--- config.mk ---
export PLATFORM = sky130hd
export DESIGN_NAME = cpu_run_controller
export DESIGN_NICKNAME = d
export VERILOG_FILES = /design/src/rtl/cpu_run_controller.sv
export SDC_FILE = /design/constraint.sdc
export NUM_CORES = 1
export LEC_CHECK = 0
export ABC_CLOCK_PERIOD_IN_PS = 5350
export BUFFER_PORTS_ARGS = -buffer_cell sky130_fd_sc_hd__buf_2
export CAP_MARGIN = 20
export CORE_AREA = 2 2 189 191
export CTS_CLUSTER_SIZE = 12
export DETAILED_ROUTE_END_ITERATION = 6
export DIE_AREA = 0 0 191 193
export PLACE_DENSITY = 0.58
export SYNTH_ARGS = -nofsm -noshare
export SYNTH_HDL_FRONTEND = slang
export SYNTH_SLANG_ARGS = --single-unit
--- constraint.sdc ---
create_clock -name clk -period 5.35 [get_ports clk]
set_clock_uncertainty 0.05 [all_clocks]
set_input_delay 1.605 -clock clk [delete_from_list [all_inputs] [get_ports clk]]
set_output_delay 1.605 -clock clk [all_outputs]
set_load 0.01 [all_outputs]
--- src/rtl/cpu_run_controller.sv ---
// rtl/cpu_run_controller.sv - sequences program load, data load, core run and data dump
module cpu_run_controller #(
    parameter int IMEM_LEN_W = 10,
    parameter int DMEM_LEN_W = 11,
    parameter int CYC_W      = 32,
    parameter int READ_LAT   = 1
) (
    input  logic                  clk,
    input  logic                  arst_n,
    input  logic                  start,
    input  logic                  abort,
    input  logic [IMEM_LEN_W-1:0] imem_len,
    input  logic [DMEM_LEN_W-1:0] dmem_len,
    input  logic [CYC_W-1:0]      run_cycles,
    input  logic                  ld_valid,
    output logic                  ld_ready,
    input  logic [63:0]           ld_data,
    output logic                  dump_valid,
    input  logic                  dump_ready,
    output logic [63:0]           dump_data,
    output logic                  cpu_rst_n,
    output logic [63:0]           imem_addr,
    output logic                  imem_wen,
    output logic [31:0]           imem_wdata,
    output logic [63:0]           dmem_addr,
    output logic                  dmem_wen,
    output logic                  dmem_ren,
    output logic [63:0]           dmem_wdata,
    input  logic [63:0]           dmem_rdata,
    output logic                  busy,
    output logic                  done
);

    localparam int IDX_W = (IMEM_LEN_W > DMEM_LEN_W) ? IMEM_LEN_W : DMEM_LEN_W;
    localparam int LAT_W = (READ_LAT > 1) ? $clog2(READ_LAT) : 1;
    localparam logic [LAT_W-1:0] LAT_LAST = LAT_W'(READ_LAT - 1);

    typedef enum logic [2:0] {
        S_IDLE, S_LOAD_I, S_LOAD_D, S_RUN, S_DUMP_RD, S_DUMP_WAIT, S_DUMP_OUT, S_DONE
    } state_t;

    state_t                state_q, state_d;
    logic [IDX_W-1:0]      idx_q, idx_d;
    logic [CYC_W-1:0]      cyc_q, cyc_d;
    logic [LAT_W-1:0]      lat_q, lat_d;
    logic [IMEM_LEN_W-1:0] imem_len_q, imem_len_d;
    logic [DMEM_LEN_W-1:0] dmem_len_q, dmem_len_d;
    logic [CYC_W-1:0]      run_cycles_q, run_cycles_d;
    logic [63:0]           dump_data_q, dump_data_d;
    logic                  cpu_rst_n_q, cpu_rst_n_d;

    logic             imem_last, dmem_last, run_last, dump_last;
    logic [IDX_W-1:0] idx_inc;
    state_t           after_load_i, after_load_d, after_run, from_idle;

    assign idx_inc   = idx_q + IDX_W'(1);
    assign imem_last = (idx_inc == IDX_W'(imem_len_q));
    assign dmem_last = (idx_inc == IDX_W'(dmem_len_q));
    assign dump_last = dmem_last;
    assign run_last  = (cyc_q == run_cycles_q - CYC_W'(1));

    // Phase ordering: each phase skips ahead past any later phase with zero length.
    always_comb begin
        after_run    = (dmem_len_q != '0) ? S_DUMP_RD : S_DONE;
        after_load_d = (run_cycles_q != '0) ? S_RUN : S_DUMP_RD;
        if (dmem_len_q != '0)        after_load_i = S_LOAD_D;
        else if (run_cycles_q != '0) after_load_i = S_RUN;
        else                         after_load_i = S_DONE;
        if (imem_len != '0)          from_idle = S_LOAD_I;
        else if (dmem_len != '0)     from_idle = S_LOAD_D;
        else if (run_cycles != '0)   from_idle = S_RUN;
        else                         from_idle = S_DONE;
    end

    always_ff @(posedge clk or negedge arst_n) begin
        if (!arst_n) begin
            state_q <= S_IDLE;
        end else begin
            state_q <= state_d;
        end
    end

    always_comb begin
        state_d = state_q;
        if (abort) begin
            state_d = S_IDLE;
        end else begin
            case (state_q)
                S_IDLE:      if (start) state_d = from_idle;
                S_LOAD_I:    if (ld_valid && imem_last) state_d = after_load_i;
                S_LOAD_D:    if (ld_valid && dmem_last) state_d = after_load_d;
                S_RUN:       if (run_last) state_d = after_run;
                S_DUMP_RD:   state_d = S_DUMP_WAIT;
                S_DUMP_WAIT: if (lat_q == LAT_LAST) state_d = S_DUMP_OUT;
                S_DUMP_OUT:  if (dump_ready) state_d = dump_last ? S_DONE : S_DUMP_RD;
                S_DONE:      state_d = S_IDLE;
                default:     state_d = S_IDLE;
            endcase
        end
    end

    always_ff @(posedge clk or negedge arst_n) begin
        if (!arst_n) begin
            idx_q        <= '0;
            cyc_q        <= '0;
            lat_q        <= '0;
            imem_len_q   <= '0;
            dmem_len_q   <= '0;
            run_cycles_q <= '0;
            dump_data_q  <= '0;
            cpu_rst_n_q  <= 1'b0;
        end else begin
            idx_q        <= idx_d;
            cyc_q        <= cyc_d;
            lat_q        <= lat_d;
            imem_len_q   <= imem_len_d;
            dmem_len_q   <= dmem_len_d;
            run_cycles_q <= run_cycles_d;
            dump_data_q  <= dump_data_d;
            cpu_rst_n_q  <= cpu_rst_n_d;
        end
    end

    always_comb begin
        idx_d        = idx_q;
        cyc_d        = cyc_q;
        lat_d        = lat_q;
        imem_len_d   = imem_len_q;
        dmem_len_d   = dmem_len_q;
        run_cycles_d = run_cycles_q;
        dump_data_d  = dump_data_q;
        cpu_rst_n_d  = (state_d == S_RUN);
        if (abort) begin
            idx_d = '0;
            cyc_d = '0;
            lat_d = '0;
        end else begin
            case (state_q)
                S_IDLE: begin
                    idx_d = '0;
                    cyc_d = '0;
                    lat_d = '0;
                    if (start) begin
                        imem_len_d   = imem_len;
                        dmem_len_d   = dmem_len;
                        run_cycles_d = run_cycles;
                    end
                end
                S_LOAD_I:   if (ld_valid) idx_d = imem_last ? '0 : idx_inc;
                S_LOAD_D:   if (ld_valid) idx_d = dmem_last ? '0 : idx_inc;
                S_RUN:      cyc_d = run_last ? '0 : cyc_q + CYC_W'(1);
                S_DUMP_WAIT: begin
                    if (lat_q == LAT_LAST) begin
                        lat_d       = '0;
                        dump_data_d = dmem_rdata;
                    end else begin
                        lat_d = lat_q + LAT_W'(1);
                    end
                end
                S_DUMP_OUT: if (dump_ready) idx_d = dump_last ? '0 : idx_inc;
                default: ;
            endcase
        end
    end

    // Memory strobes are suppressed during abort so an aborted run never writes.
    always_comb begin
        ld_ready   = 1'b0;
        dump_valid = 1'b0;
        imem_wen   = 1'b0;
        imem_addr  = '0;
        imem_wdata = '0;
        dmem_wen   = 1'b0;
        dmem_ren   = 1'b0;
        dmem_addr  = '0;
        dmem_wdata = '0;
        done       = 1'b0;
        case (state_q)
            S_LOAD_I: begin
                ld_ready = 1'b1;
                if (ld_valid && !abort) begin
                    imem_wen   = 1'b1;
                    imem_addr  = {{(62-IDX_W){1'b0}}, idx_q, 2'b00};
                    imem_wdata = ld_data[31:0];
                end
            end
            S_LOAD_D: begin
                ld_ready = 1'b1;
                if (ld_valid && !abort) begin
                    dmem_wen   = 1'b1;
                    dmem_addr  = {{(61-IDX_W){1'b0}}, idx_q, 3'b000};
                    dmem_wdata = ld_data;
                end
            end
            S_DUMP_RD: begin
                if (!abort) begin
                    dmem_ren  = 1'b1;
                    dmem_addr = {{(61-IDX_W){1'b0}}, idx_q, 3'b000};
                end
            end
            S_DUMP_OUT: dump_valid = 1'b1;
            S_DONE:     done = 1'b1;
            default: ;
        endcase
    end

    assign busy      = (state_q != S_IDLE);
    assign dump_data = dump_data_q;
    assign cpu_rst_n = cpu_rst_n_q;

endmodule
# Word level (Yosys, flattened, before mapping)
# Cells that the tools add are included.
[op_classes]
add_sub_neg = 4
eq_ne = 14
muxes = 46
bitwise = 2
reduce_logical = 18
[op_table]
columns = ["operator", "n"]
rows = [
  ["32-bit 2-to-1 mux", 4],
  ["64-bit 2-to-1 mux", 2],
  ["11-bit 2-to-1 mux", 6],
  ["32-bit one-hot mux with 2 select lines", 1],
  ["32-bit nonzero test", 2],
  ["11-bit one-hot mux with 4 select lines", 1],
  ["3-bit 2-to-1 mux", 13],
  ["32-bit by 1-bit adder with 32-bit output (second input constant)", 1],
  ["32-bit == test", 1],
  ["32-bit by 1-bit subtractor with 32-bit output (second input constant)", 1],
  ["14-bit 2-to-1 mux", 2],
  ["14-bit one-hot mux with 2 select lines", 1],
  ["13-bit 2-to-1 mux", 2],
  ["3-bit one-hot mux with 8 select lines", 1],
  ["11-bit nonzero test", 2],
  ["3-bit == test (second input constant)", 4],
  ["11-bit by 1-bit adder with 11-bit output (second input constant)", 1],
  ["11-bit by 10-bit == test with 1-bit output", 1],
  ["11-bit == test", 1],
  ["1-bit 2-to-1 mux", 10],
  ["10-bit nonzero test", 1],
  ["3-bit by 2-bit == test with 1-bit output (second input constant)", 3],
  ["3-bit != test (second input constant)", 3],
  ["3-bit nonzero test", 3],
  ["12 further kinds", 17],
]
[word_totals]
ff_bits = 165
out_inout_bits = 296
elab_cells = 93

# Longest topological paths before layout
# Gate-level depths: netlist of the first run.
[depth]
depth_word = 8
depth_mapped = 13

# Worst setup path after synthesis of the first run
# Ideal clock, no wire load.
[synth_path]
path_kind = "input to output"
start = "input ld_valid"
end = "output dmem_wdata[10]"
t_arrival_ns = 2.657
required_time_ns = 3.695
path_slack_ns = 1.038
stages = 7
n_path_buf = 2
path_cell_list = "inv_1 > nor2_1 > nand2_1 > nor2_1 > clkbuf_1 > clkbuf_1 > and2_1"
[synth_between]
elab_chain_len = 3
[synth_lines]
columns = ["element", "line", "rtl"]
rows = [
  ["start, declared", "15", "input logic ld_valid,"],
  ["1-bit logical AND", "189", "if (ld_valid && !abort) begin"],
  ["64-bit 2-to-1 mux", "189", ""],
  ["64-bit 2-to-1 mux", "178", "case (state_q)"],
  ["end, declared", "28", "output logic [63:0] dmem_wdata,"],
]
# No other way between the ends.

# Final worst setup path of the first run
[layout_path]
start = "input ld_valid"
end = "output dmem_wdata[2]"
# Same word-level chain as after synthesis.

==> flow_summary.yaml, run 1 <==
synthesis:
  async_reset_ff_share_pct: 100
  synthTopCellsByArea: "dfrtp_1 (38%), mux2_2 (12%), buf_4 (7.4%), and2_1 (6.9%), xnor2_1 (2.4%)"
  yosysSeqAreaShare_pct: 37.8
  synth_cell_types: 74
  synth_area_leader_cell: "dfrtp_1"
  syn_area_per_cell_sq_um: 9.53
  synth_edf_count: 0
  syn-cell-area_sq_um: 10800
  synth_warnings: 0
  synth-seq-cells: 164
  synth_top_area_share_pct: 37.8
  synthFlopType: "dfrtp_1"
  syn-instance-count: 1138
timing:
  relSlewSlack_pct: 44.6
  timing.setup.tns_ns: 0
  report.final.slew_viol_count: 0
  hold_viol: 0
  rsz0062_at_grt: "false"
  timing.fmax_mhz: 212
  fin_ws_ns: 0.633
  holdWs_ns: 0.451
  worstMarginPinSlew_ns: 0.832
  period_minus_slack_ns: 4.72
  fin_crit_sh_pct: 88.2
  setup_viol: 0
power_and_ir_drop:
  vdd_drop_max_uv: 319
  p_leak_nw: 6.38
  p_total_w: 0.00559
  powerDensity_nw_per_um2: 419
critical_path:
  r2r-start: "run_cycles_q[0]"
  r2r_slack_ns: 1.38
  arrival_ns: 3.06
  critPathMaxFanout: 55
  worstPathRequired_ns: 3.70
  worst_r2r_path_depth: 12
  endpoint: "dmem_wdata[2]"
  r2r-end: "cyc_q[15]"
  start_kind: "input port"
  critPathLaunch: "ld_valid"
  crit_path_end_kind: "output pin"
  path_class: "in2out"
layout:
  layout.nets: 1674
  final_cell_mix: "buf_2 (375), dfrtp_1 (164), and2_1 (119)"
  layout_commonest_cell: "buf_2"
  multi_input_area_sq_um: 6030
  antennaDiodeCount: 0
  ff_latch_area_sq_um: 4100
  fillers: 3547
  syn_to_final_growth_pct: 23.1
  drive_above_1_share_pct: 37.7
die:
  chipHeight_um: 193
  coreArea_sq_um: 35000
  die_width_um: 191
  dieArea_sq_um: 36900
  num_rows: 69
  start_util_pct: 31.0
  io_pins: 483
clock_tree:
  cts.reportedPaths.clkPinSlew_ns: 0.06
  cts-root-buf: "clkbuf_16"
  cts-hold-fix-buffers: 0
  cts_tree: "yes"
  cts_sinks: 164
  cts_made_buffers: 17
  insertion_delay_ns: 0.44
  postCtsSetupBuffers: 0
  cts.repair.resized: 0
  htreeDepth: 4
  clockBufferDepth: 2
global_route:
  grt_max_degree: 90
  grt_overflow: 0
  grt_antenna_before_repair: 4
  grt_pass1_wl_mm: 51.0
  grt_usage_pct: 17.8
  grt_pass1_vias: 9009
drt:
  via_per_inst: 4.92
  vias: 9633
  dr.pass1.iters: 5
  drt-total-wl_mm: 33.9
  ant_nets: 0
  wl_per_cell_um: 17.3
  drc: 0
  drt_iter0_markers: 699
place:
  dp_hpwl_mm: 26.4
  portBuffers: 376
  pre_cts_ws_ns: 0.629
  place.gp.congestion: 0.910
min_path:
  worstHoldStart: "dump_data[14]"
  hp-class: "reg2reg"
flow_run:
  drv_cap: 0
run_status:
  status: "complete, no violations"
[critical path: stages]
cell     delay (ns)
buf_2          0.13
inv_1          0.14
nor2_1         0.24
nand2_1        0.13
nor2_4         0.26
buf_12         0.24
and2_1         0.16
buf_2          0.13
[routing by layer]
layer / vias to the layer above / GRT usage (%) / wire length, um
li1: 4554 / - / -
met1: 4624 / 23.5 / 14600
met2: 411 / 28.0 / 15900
met3: 38 / 5.68 / 2860
met4: 6 / 5.16 / 466
met5: - / 0 / 37
[state kept, by name (all words and copies together), names as in the netlist]
register,cells
dump_data,64
idx_q,11
cyc_q,32
dmem_len_q,11
imem_len_q,10
run_cycles_q,32
cpu_rst_n,1
state_q,3
[logic make-up after synthesis]
group                      synth area share, %
muxes                                     12.3
and+or+nand+nor                           24.4
AOI/OAI and AO/OA                         9.37
adders and majority gates                0.346
DFF                                       37.8
xor gates and xnor gates                  5.23
buffers and inverters                     10.4
other                                   0.0346
[Yosys cell counts (15+ instances only)]
master    instances
nand2_1          61
clkbuf_1         46
o21ai_0          26
and2_1          119
mux2_2          117
nand4_1          27
nor2_1           49
nor4_1           40
xor2_1           27
buf_4           107
a31oi_1          31
dfrtp_1         164
inv_1            23
nor3_1           26
a21oi_1          15
and3_1           17
nand3_1          40
xnor2_1          30
[report_power, final]
part	switching, W	internal, W	total, W
combinational	0.00116	0.00107	0.00223
clock	0.000515	0.000652	0.00117
sequential	0.000501	0.00169	0.00219
[through the flow]
step	utilization, %	std cells	cell area (sq um)
global placement	36.6	1926	12800
finish	38.2	1958	13300
global route	38.2	1958	13300
detailed placement	36.6	1926	12800
CTS	38.2	1958	13300
floorplan	-	1243	11200
[worst min path at each step]
stage,cells after the start,to
4_1_cts,1,dump_data[14]
6_report,1,dump_data[14]
3_3_place_gp,1,dump_data[9]
3_5_place_dp,1,dump_data[27]
5_1_grt,1,dump_data[14]
2_1_floorplan,1,imem_len_q[2]
[cell type report]
cell class / instances / area share (%)
Multi-Input combinational cell: 891 / 45.2
Inverter: 23 / 0.647
Timing Repair Buffer: 387 / 15.0
Sequential cell: 164 / 30.8
Clock inverter: 12 / 0.797
Clock buffer: 20 / 3.35
Tap cell: 461 / 4.32
No activity file was read; power rests on OpenSTA's default activity.
==> inputs of run 2 (changes only) <==
--- a/config.mk
+++ b/config.mk
@@ -8,10 +8,10 @@
 export ABC_CLOCK_PERIOD_IN_PS = 5350
 export BUFFER_PORTS_ARGS = -buffer_cell sky130_fd_sc_hd__buf_2
 export CAP_MARGIN = 20
-export CORE_AREA = 2 2 189 191
+export CORE_AREA = 2 2 186 188
 export CTS_CLUSTER_SIZE = 12
 export DETAILED_ROUTE_END_ITERATION = 6
-export DIE_AREA = 0 0 191 193
+export DIE_AREA = 0 0 188 190
 export PLACE_DENSITY = 0.58
 export SYNTH_ARGS = -nofsm -noshare
 export SYNTH_HDL_FRONTEND = slang
==> flow_summary.yaml, run 2 (synthesis results as in run 1) <==
run_status:
  status: "complete, no violations"
timing:
  fin_ws_ns: 0.594
  period_minus_slack_ns: 4.76
  fin_crit_sh_pct: 88.9
  relSlewSlack_pct: 38.2
  worstMarginPinSlew_ns: 0.920
  timing.setup.tns_ns: 0
  report.final.slew_viol_count: 0
  rsz0062_at_grt: "false"
  setup_viol: 0
  timing.fmax_mhz: 210
  hold_viol: 0
drt:
  wl_met1_mm: 14.4
  wl_per_cell_um: 17.0
  wl_met2_mm: 15.1
  via_per_inst: 4.94
  wl_met3_mm: 2.93
  dr.pass1.iters: 5
  vias: 9657
  ant_nets: 0
  drt_iter0_markers: 712
  drt-total-wl_mm: 33.2
  highest_layer: "met5"
  drc: 0
layout:
  layout_commonest_cell: "buf_2"
  final_cell_mix: "buf_2 (375), dfrtp_1 (164), and2_1 (119)"
  multi_input_area_sq_um: 6030
  drive_above_1_share_pct: 37.8
  stdcell_count: 1953
  layout.nets: 1675
  fillers: 3358
  largest_reg_flops: 64
  ff_latch_area_sq_um: 4100
  syn_to_final_growth_pct: 23.0
critical_path:
  critPathLaunch: "ld_valid"
  worst_r2r_path_depth: 12
  path_class: "in2out"
  r2r_slack_ns: 1.39
  slowest_stage: "buf_4"
  worstPathRequired_ns: 3.70
  critPathMaxFanout: 65
  crit_path_end_kind: "output pin"
  slowest_delay_ns: 0.42
  cp_common_cell: "buf_2"
  r2r-start: "run_cycles_q[0]"
  arrival_ns: 3.10
  start_kind: "input port"
  r2r-end: "cyc_q[23]"
  path_cells: "buf_2 > inv_1 > nor2_1 > nand2_1 > nor2_4 > buf_4 > and2_1 > buf_2"
clock_tree:
  cts-hold-fix-buffers: 0
  cts.repair.resized: 0
  cts_made_buffers: 17
  cts_sinks: 164
  clockBufferDepth: 2
  cts.reportedPaths.clkPinSlew_ns: 0.06
  cts-root-buf: "clkbuf_16"
  htreeDepth: 4
  postCtsSetupBuffers: 0
  insertion_delay_ns: 0.44
  cts_tree: "yes"
power_and_ir_drop:
  p_leak_nw: 6.40
  vdd_drop_max_uv: 305
  p_total_w: 0.00557
  powerDensity_nw_per_um2: 418
min_path:
  worstHoldStart: "dump_data[7]"
  hp-class: "reg2reg"
  min_to: "dump_data[7]"
  min_path_cells: 1
die:
  start_util_pct: 31.9
  num_rows: 68
  io_pins: 483
  chipHeight_um: 190
  die_width_um: 188
  coreArea_sq_um: 33900
  dieArea_sq_um: 35700
place:
  placed_cells: 1920
  place.gp.congestion: 0.888
  portBuffers: 376
  dp_hpwl_mm: 25.9
  pre_cts_ws_ns: 0.633
global_route:
  grt_usage_pct: 17.9
  grt_antenna_before_repair: 3
  grt_pass1_vias: 8957
  grt_pass1_wl_mm: 50.4
  grt_max_degree: 78
  grt_overflow: 0
flow_run:
  drv_cap: 0
-- run 2: cell count changes in the layout (fill, tap and decap cells not counted), sizes merged --
cell      change
bufinv        -1
inv           +2
diode         +2
clkinvlp      -3
clkinv        -1
clkbuf        +1
buf           +1
-- run 2: per-stage QoR --
step	util (%)	cell area [sq um]	hold WS, ns
3_3_place_gp	37.6	12800	0.435
2_1_floorplan	-	11200	0.441
4_1_cts	39.2	13300	0.456
6_report	39.3	13300	0.452
3_5_place_dp	37.6	12800	0.439
5_1_grt	39.3	13300	0.468
-- run 2: final cells by class --
class	instances	share of cell area [%]
Clock inverter	9	0.525
Tap cell	455	4.27
Clock buffer	21	3.60
Antenna cell	2	0.0375
Multi-Input combinational cell	891	45.2
Inverter	23	0.647
Timing Repair Buffer	388	15.0
Sequential cell	164	30.8
-- run 2: worst max path at each step --
stage / cells past startpoint / endpoint / slack [ns]
6_report: 8 / dmem_wdata[32] / 0.59
5_1_grt: 8 / dmem_wdata[32] / 0.47
4_1_cts: 8 / dmem_wdata[32] / 0.62
3_5_place_dp: 8 / dmem_wdata[32] / 0.63
3_3_place_gp: 8 / dmem_wdata[6] / 0.75
2_1_floorplan: 7 / dmem_wdata[10] / 1.04
-- run 2: report_power, final --
group          switching [W]  internal [W]
sequential          0.000495       0.00169
clock               0.000521      0.000643
combinational        0.00115       0.00107
total                0.00216       0.00341
-- run 2: routing by layer --
layer,track usage [%],vias up
li1,-,4551
met1,23.8,4627
met2,27.7,431
met3,4.91,46
met4,7.00,2
met5,0,-
-- run 2: critical path: cells and delay by family --
| family | cells | cell delay (ns) |
|---|---|---|
| AND/OR/NAND/NOR | 4 | 0.68 |
| buffers and inverters | 4 | 0.79 |
